## config.mk

```make
export PLATFORM = sky130hd
export DESIGN_NAME = fetch_queue
export DESIGN_NICKNAME = d
export VERILOG_FILES = /design/src/rtl/fetch_queue.sv
export SDC_FILE = /design/constraint.sdc
export NUM_CORES = 1
export LEC_CHECK = 0
export BUFFER_PORTS_ARGS = -buffer_cell sky130_fd_sc_hd__clkbuf_2
export CAP_MARGIN = 5
export CORE_MARGIN = 1
export CORE_UTILIZATION = 45
export CTS_CLUSTER_SIZE = 25
export DETAILED_ROUTE_END_ITERATION = 16
export SETUP_SLACK_MARGIN = 0.15
export SYNTH_ARGS = -nofsm -noshare
export SYNTH_HDL_FRONTEND = slang
export SYNTH_SLANG_ARGS = --single-unit
```

## constraint.sdc

```tcl
create_clock -name clk -period 9.6 [get_ports clk]
set_input_delay 0.96 -clock clk [delete_from_list [all_inputs] [get_ports clk]]
set_output_delay 0.96 -clock clk [all_outputs]
set_load 0.03 [all_outputs]
```

## src/rtl/fetch_queue.sv

```systemverilog
// Instruction fetch queue: prefetches ROM words into a DEPTH-entry circular buffer
// ahead of decode. Optional empty-queue bypass selected by FETCH_QUEUE_BYPASS_EN.
module fetch_queue #(
    parameter int          DEPTH    = 4,
    parameter logic [31:0] RESET_PC = 32'd0
) (
    input  logic                       clk,
    input  logic                       reset,
    output logic [7:0]                 o_rom_addr,
    input  logic [31:0]                i_rom_data,
    input  logic                       i_redirect,
    input  logic [31:0]                i_redirect_pc,
    input  logic                       i_stall,
    output logic                       o_valid,
    output logic [31:0]                o_instr,
    output logic [31:0]                o_pc,
    output logic [31:0]                o_npc,
    output logic [$clog2(DEPTH):0]     o_count
);

    localparam int AW = $clog2(DEPTH);
    localparam int CW = AW + 1;

    logic [31:0]   fpc_q, fpc_d;
    logic [AW-1:0] rd_ptr_q, rd_ptr_d;
    logic [AW-1:0] wr_ptr_q, wr_ptr_d;
    logic [CW-1:0] count_q, count_d;

    logic [31:0] instr_mem [DEPTH];
    logic [31:0] pc_mem    [DEPTH];

    logic        q_nonempty;
    logic        q_full;
    logic        bypass_act;
    logic        deq;
    logic        bypass_take;
    logic        enq;
    logic        wr_en;
    logic [31:0] head_instr;
    logic [31:0] head_pc;

    assign q_nonempty = (count_q != '0);
    assign q_full     = (count_q == CW'(DEPTH));
    assign head_instr = instr_mem[rd_ptr_q];
    assign head_pc    = pc_mem[rd_ptr_q];
    assign o_rom_addr = fpc_q[7:0];
    assign o_count    = count_q;

`ifdef FETCH_QUEUE_BYPASS_EN
    assign bypass_act = !q_nonempty;
`else
    assign bypass_act = 1'b0;
`endif

    // Outputs come from the head entry (or the bypassed ROM word), never from stall/redirect.
    always_comb begin
        o_valid = 1'b0;
        o_instr = 32'd0;
        o_pc    = 32'd0;
        o_npc   = 32'd0;
        if (q_nonempty) begin
            o_valid = 1'b1;
            o_instr = head_instr;
            o_pc    = head_pc;
            o_npc   = head_pc + 32'd1;
        end else if (bypass_act) begin
            o_valid = 1'b1;
            o_instr = i_rom_data;
            o_pc    = fpc_q;
            o_npc   = fpc_q + 32'd1;
        end
    end

    always_comb begin
        deq         = q_nonempty && !i_stall && !i_redirect;
        bypass_take = bypass_act && !i_stall && !i_redirect;
        enq         = !i_redirect && (!q_full || deq);
        // A consumed bypass word advances fpc but never lands in the queue.
        wr_en       = enq && !bypass_take;

        fpc_d    = fpc_q;
        rd_ptr_d = rd_ptr_q;
        wr_ptr_d = wr_ptr_q;
        count_d  = count_q;

        if (i_redirect) begin
            fpc_d    = i_redirect_pc;
            rd_ptr_d = '0;
            wr_ptr_d = '0;
            count_d  = '0;
        end else begin
            if (enq) begin
                fpc_d = fpc_q + 32'd1;
            end
            if (wr_en) begin
                wr_ptr_d = wr_ptr_q + AW'(1);
            end
            if (deq) begin
                rd_ptr_d = rd_ptr_q + AW'(1);
            end
            case ({wr_en, deq})
                2'b10:   count_d = count_q + CW'(1);
                2'b01:   count_d = count_q - CW'(1);
                default: count_d = count_q;
            endcase
        end
    end

    always_ff @(posedge clk) begin
        if (reset) begin
            fpc_q    <= RESET_PC;
            rd_ptr_q <= '0;
            wr_ptr_q <= '0;
            count_q  <= '0;
        end else begin
            fpc_q    <= fpc_d;
            rd_ptr_q <= rd_ptr_d;
            wr_ptr_q <= wr_ptr_d;
            count_q  <= count_d;
        end
    end

    always_ff @(posedge clk) begin
        if (wr_en && !reset) begin
            instr_mem[wr_ptr_q] <= i_rom_data;
            pc_mem[wr_ptr_q]    <= fpc_q;
        end
    end

endmodule

```

# Word-level counts from Yosys, hierarchy flattened
# Memory sizes are Yosys's and may differ from the RTL's. A register that Yosys moved wholly into a read port is not among the register bits.
# Cells that the tools add are included.
dict set report totals {
  mem_count 2
  regBits 39
  input_bits 68
  wordCells 41
  ramBits 256
  output_inout_bits 108
}
dict set report classes {
  mux 13
  n_reduce_logical 13
  addsub 6
  n_eq_ne 3
}
# name words width rd rd_clocked_by_memory_dff write_ports line_no
set mem_list {}
lappend mem_list {instr_mem 4 32 1 1 1 29} ;# logic [31:0] instr_mem [DEPTH];
lappend mem_list {pc_mem 4 32 1 1 1 30} ;# logic [31:0] pc_mem [DEPTH];
# operator n
set ops {}
lappend ops {{$mux 32} 5}
lappend ops {{$add 32x1->32 const B} 2}
lappend ops {{$mux 2} 4}
lappend ops {{$pmux 3 s2} 1}
lappend ops {{$add 2x1->2 const B} 2}
lappend ops {{$logic_and 1x1->1} 4}
lappend ops {{$logic_not 1->1} 4}
lappend ops {{$reduce_bool 2->1} 2}
lappend ops {{$add 3x1->3 const B} 1}
lappend ops {{$eq 3x3->1 const B} 1}
lappend ops {{$mux 1} 3}
lappend ops {{$reduce_bool 3->1} 1}
lappend ops {{$sub 3x1->3 const B} 1}
lappend ops {{$eq 2x1->1 const B} 1}
lappend ops {{$eq 2x2->1 const B} 1}
lappend ops {{$reduce_or 2->1} 1}
lappend ops {{$logic_or 1x1->1} 1}

# Longest topological paths before layout
# Gate-level depths: netlist (run 1).
dict set report logic_depth {
  ltp_word 8
  depth_mapped 9
  mapped_depth_nobuf 8
}

# Worst setup path before layout (run 1)
# No wires, ideal clock.
dict set report synth_timing {
  path_type {input -> register}
  from {input port i_redirect}
  to {memory instr_mem[0][0], enable pin}
  n_path_buf 1
  slack_ns 5.854
  setup_time_ns 0.429
  stages 3
  arrival_ns 3.317
  required_ns 9.171
  path_cell_list {o211ai_1 > clkbuf_1 > and3_1}
}
dict set report synth_between {
  elab_chain_len 7
}
# element line_no
set synth_rtl {}
lappend synth_rtl {{from (decl)} 11} ;# input logic i_redirect,
lappend synth_rtl {{$logic_not 1->1 *} {75, 77}}
lappend synth_rtl {{$logic_and 1x1->1} 75} ;# deq = q_nonempty && !i_stall && !i_redirect;
lappend synth_rtl {{$logic_or 1x1->1} 77} ;# enq = !i_redirect && (!q_full || deq);
lappend synth_rtl {{$logic_and 1x1->1 *} 77}
lappend synth_rtl {{$logic_and 1x1->1 *} 124} ;# if (wr_en && !reset) begin
lappend synth_rtl {{$mux 1 *} 124}
lappend synth_rtl {{$mux 1 (not written as such) *} 125} ;# instr_mem[wr_ptr_q] <= i_rom_data;
lappend synth_rtl {{to (decl)} 29}
# Every way passes the cells marked *; elsewhere a longest branch is shown, timed or not.

==> results of run 1 <==
[Yosys cell counts, types with 12 or more instances]
| master | number |
|---|---|
| nand3_1 | 16 |
| nand4_1 | 12 |
| o21ai_0 | 17 |
| xnor2_1 | 28 |
| mux4_2 | 63 |
| nand2_1 | 33 |
| clkbuf_1 | 28 |
| nor4_1 | 13 |
| nor2_1 | 57 |
| inv_1 | 20 |
| or3_1 | 18 |
| dfxtp_1 | 41 |
| a211oi_1 | 14 |
| edfxtp_1 | 256 |
| and2_1 | 65 |
| a21oi_1 | 25 |
[logic make-up (layout without fill, tap and decap cells)]
group,count (synthesis),in the layout
compound gates,80,80
xor+xnor,33,33
fa+ha+maj,9,9
buf+inv,71,257
flops,297,297
mux,77,77
simple gates,258,258
[flip-flops by register name (all words and copies together) (netlist names), named ones only]
signal / count
wr_ptr_q: 2
o_count: 3
instr_mem: 128
pc_mem: 128
rd_ptr_q: 2
fpc_q: 32
[critical path, delay by kind of cell (launching register included)]
kind                     cells  cell delay (ns)
AND/OR/NAND/NOR              3             1.25
AO/OA/AOI/OAI                2             0.66
multiplexers                 1             0.40
buffers and inverters        2             0.93
flip-flops                   1             0.31
adder cells (fa/ha/maj)      1             0.25
[area by class of cell]
cell class,count,area share
sequential,297,0.572
multi-input combinational,457,0.264
timing repair buffer,185,0.0639
clock buffer,38,0.0553
tap,378,0.0318
clock inverter,13,0.00782
inverter,21,0.00530
[power groups by stage]
| stage | sequential, mW | combinational [mW] | clock, mW |
|---|---|---|---|
| floorplan | 1.48 | 0.129 | 0 |
| global placement | 1.49 | 0.193 | 0 |
| detailed placement | 1.49 | 0.194 | 0 |
| CTS | 1.46 | 0.195 | 1.13 |
| global route | 1.47 | 0.209 | 1.18 |
| finish | 1.46 | 0.192 | 1.11 |
[worst paths after layout]
check / startpoint / endpoint / cells after the start
max: flip-flop / o_npc[14] / 9
min: fpc_q[14]$_SDFFE_PP0P_ / pc_mem[3][14]$_DFFE_PP_ / 0
max reg2reg: o_count[0]$_SDFFE_PP0P_ / fpc_q[28]$_SDFFE_PP0P_ / 8
min reg2reg: fpc_q[14]$_SDFFE_PP0P_ / pc_mem[3][14]$_DFFE_PP_ / 0
[through the flow]
step	util	cells	instance area (um^2)	hold slack (ns)	setup slack, ns
floorplan	-	825	12700	0.460	5.85
global placement	0.500	1338	13900	0.508	4.79
detailed placement	0.500	1338	13900	0.531	4.71
CTS	0.534	1389	14900	0.547	4.11
global route	0.534	1389	14900	0.569	4.01
finish	0.534	1389	14900	0.544	4.28
[metal layers]
metal / global-route usage / up-vias / wire length [um]
met3: 0.0295 / 26 / 1470
met5: 0 / - / 0
met1: 0.269 / 3761 / 12500
met2: 0.323 / 210 / 13400
li1: - / 3524 / -
met4: 0.0458 / 0 / 484
==> run metrics, run 1 <==
outcome finished, final reports clean; Max Transition Viols Final 0; drt wl/cell 20.1 um; multiplexer share of the synthesized area 0.124; via count 7521; share of cells above drive strength 1 0.300; CTS H-tree depth 1; Total GRT Usage 0.194; clk_lat worst skew 0.54 ns; Max Root-Sink Buffers 3; post-synthesis adder-cell area fraction 0.00884; count of max-cap constraint violations 0; grt ovf 0; post-layout minimum cycle time 5.32 ns; # DRC 0; post-synth top area cell edfxtp_1; post-synthesis cell area 12700 um^2; commonest non-fill, non-tap cells in the layout 256 x edfxtp_1, 175 x clkbuf_2, 65 x and2_1; Synth Area in Simple Gates 0.111; count of final hold-check violations 0; first-pass GRT wire length 42600 um; die footprint 29000 um^2; sequential fraction of the synthesis area 0.668; antenna cells 0; post-route ant nets 0; largest family of logic cells by synthesized area multiplexers; Clock Skew 0.0170 ns; critical path fanouts, max 66; largest net degree at the start of global routing 67; Die Width 170 um; PostCTS Resize Cnt 0; Post-synth EDFFs 256; Syn Nets 902; # IOs 176; clock-pin slew reported for the worst setup and hold paths after clock tree synthesis 0.07 ns; nets 1069; crit end category primary output; WL final 27900 um; 1st-iter DRT viols 563; Seq pwr share 0.529; Max Freq 0.188 GHz; core area 27900 um^2; PwrDens 186 nW/um^2; switching part of the total 0.220; drt pass-1 iters 5; vias per inst 5.41; xor-xnor portion of the synthesized cell area 0.0227; setup violators final 0; chip height 170 um; Area Overhead vs Synth 16.7%; slew at the pin closest to its max-slew limit 1.02 ns; slowest cell delay on critical path 0.68 ns; Avg Cell Area, Syn 15.4 um^2; Yosys reg bits 297; combinational group share of total power 0.070; CTS root buf clkbuf_16; Int Power 2.15 mW; Worst Path Required 8.64 ns; hold buffer count at CTS 0; Async S/R FF share, synth 0; IO Port Bufs 175; # rows 61; Cell Chain, Critical Path buf_4 -> mux4_1 -> ha_1 -> nand2_1 -> o22ai_1 -> nand3_1 -> or4_1 -> a21oi_1 -> clkbuf_2; fillers 2325; R2R setup slack 6.55 ns; register area 8510 um^2; slowest CP cell buf_4; compound-gate portion of the synthesized area 0.0402; Crit Path Class flip-flop to primary output; yosys warns 0; GP Congestion 0.790; Clock power frac 0.401; CTS tree done; area fraction of the dominant cell type after synthesis 0.603; number of antenna violations at the first check in global routing 0; synth unique cells 47; Startpoint Class flip-flop; number of global-route vias before repair 7424; Hold WC Path Type flip-flop to flip-flop; multi-input gate area in the final layout 3920 um^2; static leakage 5.12 nW; CTS Sinks 297; RSZ-0062 raised after global routing false; Num CTS Buffers 30; Pwr Total 2.76 mW; Initial Util 0.457; HPWL after DPL 17400 um; # Post-CTS Setup Buffers 0; Final TNS setup 0 ns; Mapped Cells 825; predominant post-synthesis flop cell edfxtp_1; most common cell after layout, fill and taps aside edfxtp_1; Slew HR 0.320; period utilization 0.554; VDD IR max 0.129 mV; top cells by area, synth edfxtp_1 60%, mux4_2 11%, dfxtp_1 6.4%; Psw 609 uW; worst path arrival time 4.36 ns
No activity file was read; power rests on OpenSTA's default activity.
==> inputs of run 2 (changes only) <==
clock period = 5.17 ns   (was 9.6 ns; I/O delays follow)
==> run 2 against run 1 <==
Clock-buffer cell count is 1 higher. Non-clock buffer count is 5 higher. Sequential power is 86% higher. Sequential share of layout area is 0.38 points lower. Cell count is 0.58% higher. Flip-flop and latch count stayed put. Clock skew is 0.0072 ns higher. Critical path depth is 1 lower.
==> run metrics, run 2 (synthesis results as in run 1) <==
outcome finished, final reports clean; Max Transition Viols Final 0 (unchanged); Startpoint Class flip-flop; post-route cell area 15000 um^2 (+0.67%); crit end category primary output; Crit Path Class flip-flop to primary output; Total GRT Usage 0.197 (+0.00293); largest net degree at the start of global routing 65 (-3.0%); CTS tree done; vias per inst 5.48 (+1.2%); Max Freq 0.223 GHz; clk_lat worst skew 0.56 ns (+0.02 ns); Num CTS Buffers 30 (unchanged); slew at the pin closest to its max-slew limit 1.01 ns (-0.00934 ns); Hold Slack 0.175 ns (-0.369 ns); fillers 2332 (+0.30%); # IOs 176 (unchanged); share of cells above drive strength 1 0.303 (+0.00354); HPWL after DPL 18000 um (+3.5%); static leakage 5.18 nW (+1.1%); Initial Util 0.457 (unchanged); antenna cells 0 (unchanged); period utilization 0.867; FF-to-FF End fpc_q[28]$_SDFFE_PP0P_; count of max-cap constraint violations 0 (unchanged); drt pass-1 iters 5 (unchanged); number of global-route vias before repair 7680 (+3.4%); post-route ant nets 0 (unchanged); CTS H-tree depth 1 (unchanged); # rows 61 (unchanged); clock-pin slew reported for the worst setup and hold paths after clock tree synthesis 0.06 ns (about the same); count of final hold-check violations 0 (unchanged); commonest non-fill, non-tap cells in the layout 256 x edfxtp_1, 175 x clkbuf_2, 65 x and2_1; core area 27900 um^2 (unchanged); grt ovf 0 (unchanged); drt wl/cell 20.2 um (+0.64%); Final TNS setup 0 ns (unchanged); IO Port Bufs 175 (unchanged); hold path cells 1 (+1); top flop regs instr_mem: 128 flops, pc_mem: 128 flops, fpc_q: 32 flops; Die Width 170 um (unchanged); hold path endpoint instr_mem[2][2]$_DFFE_PP_; first-pass GRT wire length 43100 um (+1.3%); Cell Chain, Critical Path mux4_1 -> ha_1 -> nand2_1 -> o22ai_1 -> nand3_1 -> or4_1 -> a21oi_1 -> clkbuf_2; number of antenna violations at the first check in global routing 0 (unchanged); chip height 170 um (unchanged); setup violators final 0 (unchanged); Hold Crit Start i_rom_data[2]; slowest cell delay on critical path 0.73 ns (+0.05 ns); # Post-CTS Setup Buffers 0 (unchanged); CTS Sinks 297 (unchanged); Clock Skew 0.0242 ns (+0.00720 ns); Hold WC Path Type input port to flip-flop; Max Root-Sink Buffers 3 (unchanged); worst path arrival time 3.96 ns (-0.40 ns); Area Overhead vs Synth 17.5%; WL final 28200 um (+1.2%); Post-Route Utilization 0.538 (+0.00359); via count 7654 (+1.8%); most common cell after layout, fill and taps aside edfxtp_1; die footprint 29000 um^2 (unchanged); # DRC 0 (unchanged); PwrDens 350 nW/um^2 (+88%); VDD IR max 0.230 mV (+78%); RSZ-0062 raised after global routing false; post-layout minimum cycle time 4.48 ns; 1st-iter DRT viols 560 (-0.53%); Worst R2R Start fpc_q[8]$_SDFFE_PP0P_; GP Congestion 0.758 (-4.1%); critical path fanouts, max 27 (-59%); Worst Path Required 4.65 ns (-3.99 ns); dpl cell area 14000 um^2 (+0.27%); Reg2Reg Depth 5 (-3); CTS root buf clkbuf_16; R2R setup slack 2.40 ns (-4.15 ns); PostCTS Resize Cnt 0 (unchanged); hold buffer count at CTS 0 (unchanged); slowest CP cell dfxtp_4; nets 1074 (+0.47%); Slew HR 0.326 (+0.00622)
run 2: worst max-delay path by stage:
| stage | endpoint | slack (ns) | cells after the start |
|---|---|---|---|
| after CTS | o_npc[19] | 0.62 | 7 |
| final | o_npc[14] | 0.69 | 8 |
| after global placement | o_npc[21] | 1.24 | 7 |
| after global routing | o_npc[19] | 0.37 | 7 |
| after detailed placement | o_npc[19] | 1.22 | 7 |
| after floorplan | instr_mem[0][0]$_DFFE_PP_ | 1.73 | 5 |
run 2: layer usage:
metal / vias up / wire length (um) / part of all wire / track usage
li1: 3539 / - / - / -
met1: 3863 / 12600 / 0.45 / 0.268
met2: 202 / 13500 / 0.48 / 0.328
met3: 50 / 1310 / 0.047 / 0.0298
met4: 0 / 724 / 0.026 / 0.0576
met5: - / 0 / 0 / 0
run 2: area by class of cell:
cell class,count,area (um^2),area share
inverters,21,78.8,0.00526
clock buffers,39,847,0.0566
clock inverters,15,154,0.0103
flip-flops and latches,297,8510,0.568
repair buffers,190,988,0.0660
multi-input cells,457,3920,0.262
well taps,378,473,0.0316
run 2: per-stage QoR:
| stage | setup slack (ns) | std cells | total power [mW] |
|---|---|---|---|
| floorplan | 1.73 | 825 | 2.99 |
| global placement | 1.24 | 1343 | 3.12 |
| detailed placement | 1.22 | 1343 | 3.13 |
| CTS | 0.618 | 1397 | 5.29 |
| global route | 0.374 | 1397 | 5.42 |
| finish | 0.688 | 1397 | 5.24 |
run 2: critical path, delay by kind of cell (launching register included):
kind | cells | cell delay (ns)
AO/OA/AOI/OAI | 2 | 0.53
multiplexers | 1 | 0.45
flip-flops | 1 | 0.73
buffers and inverters | 1 | 0.24
adder cells (fa/ha/maj) | 1 | 0.23
AND/OR/NAND/NOR | 3 | 1.22
run 2: report_power, final:
| group | leakage, nW | internal [mW] | switching, mW |
|---|---|---|---|
| clock | 0.493 | 1.30 | 0.873 |
| combinational | 1.99 | 0.120 | 0.237 |
| sequential | 2.70 | 2.67 | 0.0490 |
